<file path="src/rtl/led_debug_monitor.sv">
// Registered LED debug display for the RV32I pipeline probe bus.
// Four views: live probe slice, frozen snapshot slice, auto-scrolling
// slice and cycle/retire performance counters.
module led_debug_monitor #(
  parameter int NUM_CH     = 8,
  parameter int DATA_W     = 32,
  parameter int LED_W      = 16,
  parameter int SCROLL_DIV = 1000,
  parameter int SEL_W      = $clog2(NUM_CH*DATA_W/LED_W)
) (
  input  logic                     clk,
  input  logic                     rst,
  input  logic [NUM_CH*DATA_W-1:0] probe_in,
  input  logic                     probe_valid,
  input  logic                     freeze_req,
  input  logic [1:0]               mode,
  input  logic [SEL_W-1:0]         ledSel,
  output logic [LED_W-1:0]         Led_out,
  output logic                     frozen,
  output logic [31:0]              cycle_cnt,
  output logic [31:0]              retire_cnt
);

  localparam int NSL = NUM_CH*DATA_W/LED_W;   // display slices across all probes
  localparam int IW  = $clog2(NSL);           // slice index width
  localparam int R   = 32/LED_W;              // slices per 32-bit counter
  localparam int CB  = $clog2(2*R);           // counter-slice index width
  localparam int PW  = $clog2(SCROLL_DIV);    // prescaler width

  typedef enum logic [1:0] {
    M_LIVE   = 2'b00,
    M_SNAP   = 2'b01,
    M_SCROLL = 2'b10,
    M_CNT    = 2'b11
  } mode_t;

  logic [NUM_CH*DATA_W-1:0]    snapshot;
  logic [IW-1:0]               scroll_idx;
  logic [PW-1:0]               prescaler;
  logic [1:0]                  prev_mode;

  // Slice views: packed reinterpretation, slice k = bits [k*LED_W +: LED_W]
  logic [NSL-1:0][LED_W-1:0]   live_sl;
  logic [NSL-1:0][LED_W-1:0]   snap_sl;
  logic [2*R-1:0][LED_W-1:0]   cnt_sl;

  assign live_sl = probe_in;
  assign snap_sl = snapshot;
  assign cnt_sl  = {retire_cnt, cycle_cnt};

  logic                        sel_ok;
  logic [IW-1:0]               sel_idx;
  logic [CB-1:0]               cnt_idx;
  logic                        scroll_entry;
  logic [IW-1:0]               idx_nxt;
  logic [PW-1:0]               pres_nxt;
  logic [LED_W-1:0]            led_nxt;

  assign sel_ok       = {1'b0, ledSel} < (SEL_W+1)'(NSL);
  assign sel_idx      = IW'(ledSel);
  assign cnt_idx      = CB'(ledSel);
  assign scroll_entry = (mode == M_SCROLL) && (prev_mode != M_SCROLL);

  // Scroll position/prescaler for this clock; held outside auto-scroll
  always_comb begin
    idx_nxt  = scroll_idx;
    pres_nxt = prescaler;
    if (mode == M_SCROLL) begin
      if (scroll_entry) begin
        // an unmappable ledSel on entry starts the scroll at slice 0
        idx_nxt  = sel_ok ? sel_idx : '0;
        pres_nxt = '0;
      end else if (prescaler == PW'(SCROLL_DIV-1)) begin
        pres_nxt = '0;
        idx_nxt  = (scroll_idx == IW'(NSL-1)) ? '0 : scroll_idx + 1'b1;
      end else begin
        pres_nxt = prescaler + 1'b1;
      end
    end
  end

  // Display source select; scroll view uses the updated index so a step
  // shows up on the same edge the index advances
  always_comb begin
    led_nxt = '0;
    case (mode_t'(mode))
      M_LIVE:   led_nxt = sel_ok ? live_sl[sel_idx] : '0;
      M_SNAP:   led_nxt = !sel_ok ? '0 : (frozen ? snap_sl[sel_idx] : live_sl[sel_idx]);
      M_SCROLL: led_nxt = frozen ? snap_sl[idx_nxt] : live_sl[idx_nxt];
      M_CNT:    led_nxt = cnt_sl[cnt_idx];
      default:  led_nxt = '0;
    endcase
  end

  // Output register: no combinational path from inputs to the LEDs
  always_ff @(posedge clk or posedge rst) begin
    if (rst) Led_out <= '0;
    else     Led_out <= led_nxt;
  end

  // Freeze toggle and snapshot capture, independent of display mode
  always_ff @(posedge clk or posedge rst) begin
    if (rst) begin
      frozen   <= 1'b0;
      snapshot <= '0;
    end else if (freeze_req) begin
      if (!frozen) begin
        snapshot <= probe_in;
        frozen   <= 1'b1;
      end else begin
        frozen   <= 1'b0;
      end
    end
  end

  // Auto-scroll state and mode history for entry detection
  always_ff @(posedge clk or posedge rst) begin
    if (rst) begin
      scroll_idx <= '0;
      prescaler  <= '0;
      prev_mode  <= M_LIVE;
    end else begin
      scroll_idx <= idx_nxt;
      prescaler  <= pres_nxt;
      prev_mode  <= mode;
    end
  end

  // Performance counters run in every mode, wrapping at 2^32
  always_ff @(posedge clk or posedge rst) begin
    if (rst) begin
      cycle_cnt  <= '0;
      retire_cnt <= '0;
    end else begin
      cycle_cnt  <= cycle_cnt + 32'd1;
      if (probe_valid) retire_cnt <= retire_cnt + 32'd1;
    end
  end

endmodule

</file>
<file path="config.mk">
export PLATFORM = sky130hd
export DESIGN_NAME = led_debug_monitor
export DESIGN_NICKNAME = d
export VERILOG_FILES = /design/src/rtl/led_debug_monitor.sv
export SDC_FILE = /design/constraint.sdc
export NUM_CORES = 1
export LEC_CHECK = 0
export CAP_MARGIN = 20
export CORE_UTILIZATION = 42
export DETAILED_ROUTE_END_ITERATION = 16
export PLACE_DENSITY_LB_ADDON = 0.15
export SLEW_MARGIN = 15
export SYNTH_ARGS = -nofsm -noshare
export SYNTH_HDL_FRONTEND = slang
export SYNTH_SLANG_ARGS = --single-unit
</file>
<file path="constraint.sdc">
create_clock -name clk -period 11.4 [get_ports clk]
set_clock_uncertainty 0.2 [all_clocks]
set_input_delay 2.28 -clock clk [delete_from_list [all_inputs] [get_ports clk]]
set_output_delay 2.28 -clock clk [all_outputs]
set_load 0.05 [all_outputs]
</file>
==> flow_summary.json, run 1 <==
{
  "status": "complete, no violations",
  "rows": 84,
  "crit_chain": "clkdlybuf4s50_1, buf_4, nand2b_1, nor2_1, a32o_2, nor2_4, inv_4, buf_4, nand2_2, o22ai_1, o2111ai_1, o41ai_2",
  "worst_setup_path_start_kind": "primary input",
  "tns_ps": 0,
  "first_pass_iters": 5,
  "path_buf_inv": 4,
  "dp_hpwl_um": 62100,
  "grt_overflow": 0,
  "ys_seq_area_frac": 0.388,
  "cts_tree": "yes",
  "switching_share": 0.367,
  "insertion_delay_ps": 580,
  "dp.cells": 2852,
  "grt_max_degree": 190,
  "h-tree-depth": 2,
  "multi_input_area_um2": 13100,
  "track_usage": 0.316,
  "die_h_um": 235,
  "grt_pass1_wl_um": 130000,
  "synthTopCellsByArea": "dfrtp_1 39%, mux4_2 17%, mux2_2 13%",
  "clockBufferDepth": 3,
  "hold_buffers": 0,
  "syn_area_um2": 22800,
  "drt_iter0_drc": 2357,
  "ioPinCount": 347,
  "p_sw_mw": 2.15,
  "min_to": "cycle_cnt[31]",
  "yosys_warnings": 0,
  "cts_made_buffers": 42,
  "max_cap_violations": 0,
  "hold_class": "register to register",
  "fill_cells": 4619,
  "cts_setup_buffers": 0,
  "hold_depth": 1,
  "clk_pin_slew_worst_paths_ps": 60,
  "timing.final.crit_share": 0.594,
  "via_per_inst": 6.58,
  "min_period_ps": 6770,
  "ir_worst_vdd_mv": 0.233,
  "slew_viol_final": 0,
  "power.density_nw_per_um2": 210,
  "fin_cells": 2926,
  "rsz0062_at_grt": "no",
  "finalSetupViolCount": 0,
  "max_stage_delay_ps": 800,
  "synth_edf_count": 0,
  "clkSinkCount": 353,
  "yosysTopAreaCellShare": 0.388,
  "antenna_left": 0,
  "routabilityCongestion": 0.929,
  "core_um2": 53100,
  "synth_seq_cells": 353,
  "yosys.area.top_type": "dfrtp_1",
  "fmax_mhz": 148,
  "cp.required_ps": 11670,
  "drc": 0,
  "start_util": 0.429,
  "tightest_slew_ps": 1360,
  "fin_util": 0.525,
  "crit_path_frequent_cell": "buf_4",
  "async_flop_share": 1.00,
  "ctsResizeCount": 0,
  "relSlewSlack": 0.0934,
  "die_area_um2": 55200,
  "reg2reg_from": "scroll_idx[0]",
  "intPower_mw": 3.71,
  "layout-drive-gt1-share": 0.254,
  "antenna_found_initial": 4,
  "numPortBuffers": 346,
  "seq_area_um2": 8830,
  "cts-root-buf": "clkbuf_16",
  "power.leakage_nw": 11.0,
  "cp_top_family": "buffers and inverters",
  "synth_area_per_cell_um2": 11.7,
  "synth_cell_types": 77,
  "seqPwrFrac": 0.375,
  "pwr-share-clk": 0.229,
  "grt_pass1_vias": 18800,
  "crit_path_max_fanout": 53,
  "wl_per_cell_um": 30.1,
  "total_power_mw": 5.86,
  "timing.rr.end": "Led_out[8]",
  "worstPathArrival_ps": 7040,
  "syn_nets": 2223,
  "synth_ff_type": "dfrtp_1",
  "crit_slowest_cell": "buf_4",
  "worstHoldStart": "cycle_cnt[31]",
  "die_x_um": 235,
  "synthCells": 1953,
  "worstRegToRegCells": 12,
  "hold_violations": 0,
  "drt_wl_total_um": 88000,
  "setup.worst_path.class": "primary input to register",
  "end_kind": "register",
  "fin_nets": 2478,
  "vias": 19300,
  "rrSetupSlack_ps": 6390,
  "combPwrFrac": 0.396,
  "syn_to_final_growth_pct": 22.3
}
[per-stage QoR]
stage	worst slack (ps)	instance area, µm²	hold WS (ps)
after floorplan	4190	22800	268
after global placement	4230	26500	292
after detailed placement	4190	26500	309
after CTS	4770	27900	320
after global routing	4400	27900	328
final	4630	27900	309
[logic make-up after synthesis]
logic type / count (synthesis) / synth area share
buf+inv: 172 / 0.0387
mux: 508 / 0.334
simple gates: 497 / 0.101
compound gates: 354 / 0.111
fa+ha+maj: 4 / 0.00220
xor+xnor: 65 / 0.0250
flops: 353 / 0.388
[routing by layer]
| metal | up-vias | global-route usage | wire [µm] |
|---|---|---|---|
| met1 | 9979 | 0.451 | 37000 |
| met4 | 0 | 0.147 | 4370 |
| li1 | 8005 | - | - |
| met3 | 174 | 0.0578 | 7980 |
| met2 | 1097 | 0.465 | 38600 |
| met5 | - | 0 | 0 |
[synthesized netlist by cell type, types with 42 or more instances]
cell	instances
nand3_1	61
mux2_2	257
a21oi_1	68
clkbuf_1	59
o21ai_0	55
mux2i_1	73
a32oi_1	42
xnor2_1	43
dfrtp_1	353
and3_1	57
buf_2	51
nand2_1	297
mux4_2	176
[state kept, by name (all words and copies together) (netlist names)]
name        count
Led_out        16
cycle_cnt      32
retire_cnt     32
scroll_idx      4
prev_mode       2
snap_sl       256
prescaler      10
frozen          1
[area by class of cell]
| type | instances | share of cell area |
|---|---|---|
| Inverter | 11 | 0.00198 |
| Sequential cell | 353 | 0.317 |
| Clock inverter | 9 | 0.00296 |
| Tap cell | 688 | 0.0309 |
| Clock buffer | 63 | 0.0449 |
| Multi-Input combinational cell | 1428 | 0.470 |
| Timing Repair Buffer | 372 | 0.132 |
| Antenna cell | 2 | 0.000180 |
[worst max-delay path by stage]
stage	startpoint	end	slack (ps)	cells past startpoint
after global routing	mode[1]	Led_out[15]	4400	12
after global placement	mode[1]	Led_out[7]	4230	12
after floorplan	rst	Led_out[0]	4190	1
after detailed placement	mode[1]	Led_out[5]	4190	12
after CTS	mode[1]	Led_out[8]	4770	12
final	mode[1]	Led_out[8]	4630	12
[power groups by stage]
stage	logic, mW	clock network [mW]	registers, mW
finish	2.32	1.34	2.20
global route	2.45	1.41	2.26
floorplan	1.56	0	2.18
detailed placement	2.29	0	2.20
CTS	2.30	1.36	2.18
global placement	2.25	0	2.17
[cell usage in the layout, fill, tap and decap left out, drive strengths merged, types with 26 or more instances in the layout]
cell | netlist | final
dfrtp | 353 | 353
clkdlybuf4s50 | 0 | 342
nand2 | 301 | 301
mux2 | 259 | 259
mux4 | 176 | 176
mux2i | 73 | 73
a21oi | 69 | 69
o21ai | 68 | 68
clkbuf | 59 | 63
nand3 | 61 | 61
and3 | 58 | 58
xnor2 | 43 | 43
a32oi | 42 | 42
a211oi | 40 | 40
a22oi | 33 | 33
nor2 | 30 | 30
buf | 102 | 30
o22ai | 26 | 26
No activity file was read; power rests on OpenSTA's default activity.
==> run 2, diff against run 1 <==
==> constraint.sdc (replaced) <==
create_clock -name clk -period 5.69 [get_ports clk]
set_clock_uncertainty 0.2 [all_clocks]
set_input_delay 1.138 -clock clk [delete_from_list [all_inputs] [get_ports clk]]
set_output_delay 1.138 -clock clk [all_outputs]
set_load 0.05 [all_outputs]
==> run 2 against run 1 <==
Die area unchanged. Global-route usage barely moved. Sequential share of layout area down 0.35 points. Power up 100%. Critical endpoint is now Led_out[15].
==> flow_summary.json, run 2 (synthesis results as in run 1) <==
{
  "tightest_slew_ps": 1070,
  "fin_nets": 2491,
  "hold_violations": 0,
  "most-common-layout-cells": "353 x dfrtp_1, 342 x clkdlybuf4s50_1, 297 x nand2_1, 257 x mux2_2, 176 x mux4_2",
  "ir_worst_vdd_mv": 0.262,
  "drt_wl_total_um": 87900,
  "antenna_found_initial": 3,
  "drt_iter0_drc": 2462,
  "die_area_um2": 55200,
  "relSlewSlack": 0.288,
  "timing.final.crit_share": 0.777,
  "place_ws_ps": 830,
  "die_h_um": 235,
  "cts_made_buffers": 43,
  "layout_setup_ws_ps": 1270,
  "routabilityCongestion": 0.940,
  "tns_ps": 0,
  "clkSinkCount": 353,
  "worstRegToRegCells": 10,
  "fin_util": 0.531,
  "grt_pass1_vias": 19000,
  "max_cap_violations": 0,
  "worstHoldStart": "cycle_cnt[25]",
  "fin_cells": 2945,
  "finish.instance_area_um2": 28200,
  "vias": 19300,
  "dpl_cell_area_um2": 26800,
  "die_x_um": 235,
  "fmax_mhz": 226,
  "path_buf_inv": 4,
  "grt_overflow": 0,
  "end_kind": "register",
  "via_per_inst": 6.55,
  "worst-path-stages": 11,
  "drc": 0,
  "layout-drive-gt1-share": 0.259,
  "antenna_left": 0,
  "cts_tree": "yes",
  "clockBufferDepth": 3,
  "crit_slowest_cell": "inv_6",
  "worst_hold_slack_ps": 317,
  "hold_depth": 1,
  "power.density_nw_per_um2": 425,
  "clk_pin_slew_worst_paths_ps": 60,
  "reg2reg_from": "scroll_idx[0]",
  "timing.rr.end": "Led_out[6]",
  "cts-root-buf": "clkbuf_16",
  "ioPinCount": 347,
  "syn_to_final_growth_pct": 23.7,
  "hold_class": "register to register",
  "core_um2": 53100,
  "crit_chain": "clkdlybuf4s50_1, nor2b_1, buf_4, o21ai_2, nand2_8, inv_6, buf_12, nand2_1, a32oi_1, o221ai_1, o31ai_1",
  "rsz0062_at_grt": "no",
  "insertion_delay_ps": 590,
  "max_stage_delay_ps": 580,
  "setup.worst_path.class": "primary input to register",
  "finalSetupViolCount": 0,
  "min_to": "cycle_cnt[25]",
  "dp.cells": 2864,
  "rows": 84,
  "cp.required_ps": 5970,
  "track_usage": 0.316,
  "min_period_ps": 4420,
  "worstPathArrival_ps": 4710,
  "status": "complete, no violations",
  "ctsResizeCount": 0,
  "rrSetupSlack_ps": 1350,
  "numPortBuffers": 346,
  "h-tree-depth": 2,
  "first_pass_iters": 6,
  "largest_reg_flops": 256,
  "hold_buffers": 0,
  "worst_setup_path_start_kind": "primary input",
  "grt_pass1_wl_um": 130000,
  "dp_hpwl_um": 63000,
  "cp_top_family": "buffers and inverters",
  "cts_setup_buffers": 0,
  "power.leakage_nw": 11.1,
  "total_power_mw": 12.0,
  "crit_path_max_fanout": 61,
  "start_util": 0.429,
  "slew_viol_final": 0,
  "final_common_cell": "dfrtp_1",
  "grt_max_degree": 171,
  "wl_per_cell_um": 29.8
}
-- run 2: how the worst max path moves through the flow --
stage	from	end
finish	mode[1]	Led_out[15]
global route	mode[1]	Led_out[15]
CTS	mode[1]	Led_out[15]
detailed placement	mode[1]	Led_out[7]
global placement	mode[0]	Led_out[6]
floorplan	rst	Led_out[0]
-- run 2: cell type report --
| type | count | area [µm²] |
|---|---|---|
| fill | 4543 | 24900 |
| clock buffer | 65 | 1270 |
| antenna | 2 | 5.00 |
| multi-input combinational | 1428 | 13100 |
| sequential | 353 | 8830 |
| inverter | 11 | 55.1 |
| tap | 688 | 861 |
| clock inverter | 14 | 139 |
| timing repair buffer | 384 | 3920 |
-- run 2: power by group --
group	switching, mW	internal (mW)	total (mW)
Clock	1.15	1.63	2.79
Sequential	0.889	3.54	4.43
Combinational	2.37	2.37	4.74
-- run 2: layer usage --
layer | GRT usage | part of all wire
met1 | 0.438 | 0.41
met2 | 0.468 | 0.45
met3 | 0.0809 | 0.10
met4 | 0.131 | 0.040
met5 | 0 | 0.00013
